## src/rtl/i2s_pkg.sv

```systemverilog
// Shared types and constants for the I2S receive path.
package i2s_pkg;

    localparam int unsigned I2S_SLOT_WIDTH = 32;

    typedef enum logic {
        CH_LEFT  = 1'b0,
        CH_RIGHT = 1'b1
    } i2s_ch_e;

    typedef logic [I2S_SLOT_WIDTH-1:0] i2s_sample_t;

endpackage

```

## src/rtl/i2s_edge_detect.sv

```systemverilog
// Registers a slow synchronous level and flags its rising edge for one cycle.
module i2s_edge_detect (
    input  logic clk_i,
    input  logic rst_ni,
    input  logic level_i,
    output logic rise_c_o
);

    logic level_q;

    // Remember the level from the previous cycle.
    always_ff @(posedge clk_i or negedge rst_ni) begin
        if (!rst_ni) begin
            level_q <= 1'b0;
        end else begin
            level_q <= level_i;
        end
    end

    assign rise_c_o = level_i & ~level_q;

endmodule

```

## src/rtl/i2s_axis_receiver.sv

```systemverilog
// I2S deserialiser presenting each channel slot as an AXI4-Stream beat.
// tlast marks the right-channel (ws=1) sample.
module i2s_axis_receiver
    import i2s_pkg::*;
#(
    parameter int unsigned DATA_WIDTH = I2S_SLOT_WIDTH,
    parameter int unsigned CNT_WIDTH  = $clog2(DATA_WIDTH) + 1
) (
    input  logic                  m_axis_aclk,
    input  logic                  m_axis_aresetn,
    input  logic                  m_axis_tready,
    output logic                  m_axis_tvalid,
    output logic [DATA_WIDTH-1:0] m_axis_tdata,
    output logic                  m_axis_tlast,
    input  logic                  sck,
    input  logic                  ws,
    input  logic                  sd
);

    localparam int unsigned IDX_W = (DATA_WIDTH > 1) ? $clog2(DATA_WIDTH) : 1;

    logic                  bit_stb;
    logic                  word_end;
    logic                  bit_room;
    logic [IDX_W-1:0]      bit_idx;
    logic [DATA_WIDTH-1:0] shift_ins;

    i2s_ch_e               ws_prev_q, ws_prev_d;
    logic                  synced_q,  synced_d;
    logic [DATA_WIDTH-1:0] shift_q,   shift_d;
    logic [CNT_WIDTH-1:0]  cnt_q,     cnt_d;

    logic                  tvalid_q,  tvalid_d;
    logic [DATA_WIDTH-1:0] tdata_q,   tdata_d;
    i2s_ch_e               tlast_q,   tlast_d;

    i2s_edge_detect u_sck_edge (
        .clk_i    (m_axis_aclk),
        .rst_ni   (m_axis_aresetn),
        .level_i  (sck),
        .rise_c_o (bit_stb)
    );

    // Current word with this strobe's sd bit placed MSB-first, if there is room.
    always_comb begin
        bit_room  = (cnt_q < CNT_WIDTH'(DATA_WIDTH));
        bit_idx   = IDX_W'(DATA_WIDTH - 1) - IDX_W'(cnt_q);
        shift_ins = shift_q;
        if (bit_room) begin
            shift_ins[bit_idx] = sd;
        end
    end

    // The bit sampled on a ws change still belongs to the word that just ended.
    assign word_end = bit_stb & (i2s_ch_e'(ws) != ws_prev_q);

    // Deserialiser next state: accumulate bits, restart on each slot boundary.
    always_comb begin
        ws_prev_d = ws_prev_q;
        synced_d  = synced_q;
        shift_d   = shift_q;
        cnt_d     = cnt_q;
        if (bit_stb) begin
            if (word_end) begin
                shift_d   = '0;
                cnt_d     = '0;
                ws_prev_d = i2s_ch_e'(ws);
                synced_d  = 1'b1;
            end else begin
                shift_d = shift_ins;
                if (bit_room) begin
                    cnt_d = cnt_q + CNT_WIDTH'(1);
                end
            end
        end
    end

    // Output register: a new word always wins, otherwise a transfer empties it.
    always_comb begin
        tvalid_d = tvalid_q;
        tdata_d  = tdata_q;
        tlast_d  = tlast_q;
        if (word_end && synced_q) begin
            tvalid_d = 1'b1;
            tdata_d  = shift_ins;
            tlast_d  = ws_prev_q;
        end else if (tvalid_q && m_axis_tready) begin
            tvalid_d = 1'b0;
        end
    end

    // State registers.
    always_ff @(posedge m_axis_aclk or negedge m_axis_aresetn) begin
        if (!m_axis_aresetn) begin
            ws_prev_q <= CH_LEFT;
            synced_q  <= 1'b0;
            shift_q   <= '0;
            cnt_q     <= '0;
            tvalid_q  <= 1'b0;
            tdata_q   <= '0;
            tlast_q   <= CH_LEFT;
        end else begin
            ws_prev_q <= ws_prev_d;
            synced_q  <= synced_d;
            shift_q   <= shift_d;
            cnt_q     <= cnt_d;
            tvalid_q  <= tvalid_d;
            tdata_q   <= tdata_d;
            tlast_q   <= tlast_d;
        end
    end

    assign m_axis_tvalid = tvalid_q;
    assign m_axis_tdata  = tdata_q;
    assign m_axis_tlast  = 1'(tlast_q);

endmodule

```

## config.mk

```make
export PLATFORM = sky130hd
export DESIGN_NAME = i2s_axis_receiver
export DESIGN_NICKNAME = d
export VERILOG_FILES = /design/src/rtl/i2s_pkg.sv /design/src/rtl/i2s_edge_detect.sv /design/src/rtl/i2s_axis_receiver.sv
export SDC_FILE = /design/constraint.sdc
export NUM_CORES = 1
export LEC_CHECK = 0
export CORE_ASPECT_RATIO = 1.4
export CORE_MARGIN = 8
export CORE_UTILIZATION = 45
export DETAILED_ROUTE_END_ITERATION = 8
export GPL_TIMING_DRIVEN = 0
export PLACE_DENSITY = 0.69
export RECOVER_POWER = 50
export SLEW_MARGIN = 20
export SYNTH_ARGS = -nofsm -noshare
export SYNTH_HDL_FRONTEND = slang
export SYNTH_SLANG_ARGS = --single-unit
```

## constraint.sdc

```tcl
create_clock -name m_axis_aclk -period 1.8 [get_ports m_axis_aclk]
set_clock_uncertainty 0.2 [all_clocks]
set_input_delay 0.27 -clock m_axis_aclk [delete_from_list [all_inputs] [get_ports m_axis_aclk]]
set_output_delay 0.27 -clock m_axis_aclk [all_outputs]
set_load 0.05 [all_outputs]
```

Word-level counts from Yosys, hierarchy flattened
Cells that the tools add are included.
{ "totals": {"regBits": 75, "output_inout_bits": 34, "elab_cells": 33} }
{ "op_classes": {"n_addsub": 2, "magnitude_cmp": 3, "n_eq_ne": 1, "n_mux": 9, "bitwise": 3, "reduce_logical": 7} }
{ "ops": {"columns": ["cell", "n"], "rows": [
  ["$mux 32", 2],
  ["$bwmux 32", 1],
  ["$mux 6", 2],
  ["$add 6x1->6 const B", 1],
  ["$lt 5x6->1 const B", 1],
  ["$lt 6x6->1 const B", 1],
  ["$demux 1 s5", 1],
  ["$ge 5x1->1 const B", 1],
  ["$sub 5x5->5 const A", 1],
  ["$reduce_and 2->1", 2],
  ["$reduce_bool 2->1", 2],
  ["$logic_and 1x1->1", 3],
  ["$mux 1", 3],
  ["$and 1x1->1", 2],
  ["$ne 1x1->1", 1],
  ["$not 1->1", 1]
]} }

Logic depth before layout (Yosys ltp)
{ "logic_depth": {"ltp_word": 8, "depth_mapped": 6, "mapped_depth_nobuf": 5} }

By module
From an unflattened synthesis, not the netlist that was laid out.
{ "unflattened": {"hier_cells": 462, "area_unflattened_um2": 4209.0} }
{ "by_module_without_submodules": {"columns": ["mod", "instances", "cells_each", "area_each_um2"], "rows": [
  ["i2s_axis_receiver", 1, 460, 4170.2],
  ["i2s_edge_detect", 1, 2, 38.8]
]} }

Worst setup path after synthesis
Ideal clock, no wire load.
{ "synth_timing": {"path_type": "flip-flop to flip-flop", "start": "reg cnt_q[2]", "end": "reg shift_q[30]", "arrival_time_ns": 1.412, "setup_slack_ns": 0.119, "stages_incl_launch_ff": 5, "n_path_buf": 1, "period_less_slack_ns": 1.681, "path_cell_list": "dfrtp_1 or3_1 buf_2 or4b_1 nand3_1"} }
{ "synth_between": {"elab_chain_len": 8, "elab_cells_between_ends": 10, "cone_classes": "add/sub (1); order compare (3); mux (5); reduce/logical (1)"} }
{ "synth_lines": {"columns": ["element", "line_no", "source"], "rows": [
  ["from (decl)", "i2s_axis_receiver.sv:31", "logic [CNT_WIDTH-1:0] cnt_q, cnt_d;"],
  ["from (signal assigned)", "i2s_axis_receiver.sv:106", "cnt_q <= cnt_d;"],
  ["$sub 5x5->5", "i2s_axis_receiver.sv:47", "bit_idx = IDX_W'(DATA_WIDTH - 1) - IDX_W'(cnt_q);"],
  ["$lt 5x6->1 (not written as such) / $ge 5x1->1 (equally long branches)", "i2s_axis_receiver.sv:50", "shift_ins[bit_idx] = sd;"],
  ["$logic_and 1x1->1 (not written as such)", "i2s_axis_receiver.sv:50", null],
  ["$mux 1 (not written as such)", "i2s_axis_receiver.sv:50", null],
  ["$demux 1 s5", "i2s_axis_receiver.sv:50", null],
  ["$bwmux 32", "i2s_axis_receiver.sv:50", null],
  ["$mux 32 *", "i2s_axis_receiver.sv:49", "if (bit_room) begin"],
  ["$mux 32 *", "i2s_axis_receiver.sv:64", "if (word_end) begin"],
  ["to (signal assigned)", "i2s_axis_receiver.sv:105", "shift_q <= shift_d;"],
  ["to (decl)", "i2s_axis_receiver.sv:30", "logic [DATA_WIDTH-1:0] shift_q, shift_d;"]
]} }
Mark *: on every way between the ends. The rest lies on a longest branch, timed or not.
A chain may end at the register's enable or synchronous reset.

Worst setup path after layout
{ "layout_timing": {"start": "reg cnt_q[4]", "end": "reg shift_q[30]"} }
Same word-level chain as after synthesis.

==> results.cfg <==
[clock_tree]
cts-root-buf = clkbuf_16
cts_buffer_depth = 2
clk_pin_slew_worst_paths_ns = 0.06
clkLatencyLatePin_ns = 0.33
numCtsBuffers = 9
clkSinkCount = 75
cts_max_level = 3
cts_tree = yes

[placed_design]
pre_cts_ws_ns = -0.679
gp_congestion = 0.944
hpwl_mm = 9.02
placed_area_um2 = 4710
placed_cells = 619
numPortBuffers = 38

[timing]
fmax_mhz = 556
maxSlewHeadroom_pct = 63.5
holdWs_ns = 0.0996
worst_pin_slew_ns = 0.547
rsz0062_at_grt = yes
maxSlewViolCount = 0
timing.setup.tns_ns = 0
fin_ws_ns = 0.000947
hold_violations = 0
setup_viol = 0
min_period_over_period_pct = 99.9
fin_crit_ns = 1.80

[worst_setup_path]
timing.rr.end = shift_q[30]
cp.required_ns = 1.87
critical-path-slowest-cell = or4b_1
worstSetupEndpointType = flop
regToRegStartpoint = cnt_q[4]
start_kind = flop
crit_fanout = 10
r2r_cells = 4
arrival_ns = 1.87
critical_path.cell_chain = or3_1, buf_6, or4b_1, nand3_1
critical_path_buf_inv_count = 1
cp_slowest_stage_delay_ns = 0.45
crit_type = reg2reg
reg2reg_setup_slack_ns = 0.0009
critPathTopFamily = simple AND/OR/NAND/NOR gates

[drt]
dr.pass1.iters = 5
routed_wl_mm = 13.5
wl_per_cell_um = 21.1
drt_iter0_drc = 345
drtAntennaViolNets = 0
vias = 4130
drc_errors = 0
avgViaCountPerCell = 6.46

[cells_and_area]
insertedDiodeCount = 0
drive_above_1_share_pct = 19.2
stdcell_count = 639
utilization_pct = 57.7
final_net_count = 543
stdcell_area_um2 = 5210
flow.area_growth_from_synthesis_pct = 25.0

[worst_hold_path]
whs_path_depth = 3
hold_path_class = in2reg
worstHoldStart = ws
whs_endpoint = ws_prev_q

[synthesis]
synth.avg_cell_area_um2 = 8.81
yosys.area.top_type = dfrtp_1
synthCells = 473
synth_top_family_by_area = simple AND/OR/NAND/NOR gates
syn_nets = 487
synth_mux_area_share_pct = 0.270
seq_area_frac_synth_pct = 45.0
synthAdderAreaFrac_pct = 2.40
synth.distinct_cells = 36
synth_xor_area_share_pct = 0.420
synth_compound_area_share_pct = 20.9
synth-warning-count = 0
ys_ff_latch = 75
synth_top_area_share_pct = 45.0
yosys.area_share.simple_pct = 24.5
syn_area_um2 = 4170
synth_area_leaders = dfrtp_1 (45%), o2111ai_1 (6.5%), nand2_1 (5.8%), a31oi_1 (4.8%), nand4_1 (4.7%)

[power_and_ir_drop]
ir_drop_uv = 919
power.density_nw_per_um2 = 1350
power.leakage_nw = 2.27
total_power_mw = 7.05

[run_status]
status = finished, final reports clean

[floorplanning]
io_pins = 40
start_util_pct = 46.2
die_area_um2 = 12600
dieWidth_um = 97.3
die_height_um = 130
rows = 41
core_area_um2 = 9030

[global_routing]
grt_max_degree = 57
antenna_found_initial = 0
grt_pass1_vias = 4092
track_usage_pct = 21.0
grt_pass1_wl_mm = 21.2
grt-ovfl-total = 0

[job]
maxCapViolations = 0
-- per-layer routing --
metal	part of all wire (%)	track usage (%)	up-vias
li1	-	-	1890
met1	38	23.5	1980
met2	50	35.8	202
met3	6.9	3.97	58
met4	5.0	14.3	0
met5	0	0	-
-- kinds of logic (layout without fill, tap and decap cells) --
logic type	count (synthesis)	count (layout)
xor+xnor	2	2
simple gates	183	183
flops	75	75
buf+inv	64	123
mux	1	1
compound gates	140	140
fa+ha+maj	8	8
-- cells in the mapped netlist --
cell / instances
dfrtp_1: 75
nand2_1: 64
nand3_1: 38
a21oi_1: 36
a31oi_1: 32
clkbuf_1: 31
nand4_1: 31
o2111ai_1: 31
o21ai_0: 31
buf_2: 19
and3b_1: 8
ha_1: 8
inv_1: 7
nand2b_1: 7
nand4b_1: 6
nor2b_1: 6
buf_1: 5
and4b_1: 4
o21ai_1: 4
nor3b_2: 3
or3_1: 3
or3b_1: 3
and3_1: 2
clkbuf_2: 2
nand3b_1: 2
nor3_1: 2
o211ai_1: 2
or4_1: 2
or4b_1: 2
a21o_1: 1
a41oi_1: 1
mux2_1: 1
o22ai_1: 1
o2bb2ai_1: 1
xnor2_1: 1
xor2_1: 1
-- worst max-delay path by stage --
stage / slack [ns] / startpoint / cells past startpoint / end
6_report: 0.0009 / cnt_q[4] / 4 / shift_q[30]
5_1_grt: -0.02 / cnt_q[4] / 4 / shift_q[30]
4_1_cts: -0.0002 / ws / 6 / m_axis_tdata[21]
3_5_place_dp: -0.68 / ws / 6 / m_axis_tdata[30]
3_3_place_gp: -2.43 / m_axis_aresetn / 1 / m_axis_tdata[13]
2_1_floorplan: 0.12 / cnt_q[2] / 4 / shift_q[30]
-- placed cells by master, fill, tap and decap left out, drive strengths merged, types with 2 or more instances in the layout --
cell           count
and3               2
o21ai             35
dlygate4sd2       34
buf               34
ha                 8
or4                2
a21oi             36
nand3b             2
nand2             64
nand2b             7
clkbuf            41
a31oi             32
o2111ai           31
nand4b             6
dfrtp             75
clkinv             2
nor3               2
or3b               3
or3                3
inv                7
nor3b              3
nand4             31
clkdlybuf4s50      2
and4b              4
nor2b              6
or4b               2
nand3             38
and3b              8
o211ai             2
-- sequential cells by signal, indices dropped and copies added, names as in the netlist --
signal              cells
cnt_q                   6
u_sck_edge.level_q      1
shift_q                32
synced_q                1
m_axis_tdata           32
m_axis_tvalid           1
ws_prev_q               1
m_axis_tlast            1
-- power breakdown --
group / switching [mW] / internal, mW
clock network: 0.659 / 1.09
logic: 2.18 / 0.842
registers: 0.232 / 2.04
-- cell type report --
type / count / area [um2]
Fill cell: 798 / 3820
Multi-Input combinational cell: 334 / 2100
Sequential cell: 75 / 1880
Timing Repair Buffer: 56 / 477
Buffer: 46 / 309
Clock buffer: 11 / 243
Tap cell: 107 / 134
Clock inverter: 3 / 40.0
Inverter: 7 / 31.3
-- repair_timing --
item / in CTS / in global routing
endpoints found under the hold margin: 75 / 0
pin swaps: 5 / 4
endpoints found under the setup margin: 104 / 69
setup buffers: 6 / 10
gates resized for setup: 89 / 47
hold buffers: 1 / 0
-- tightest hold or removal path: stages --
cell,delay (ns)
dlymetal6s2s_1,0.19
nand2_1,0.09
nand2_1,0.04
(Power assumes the default switching activity.)
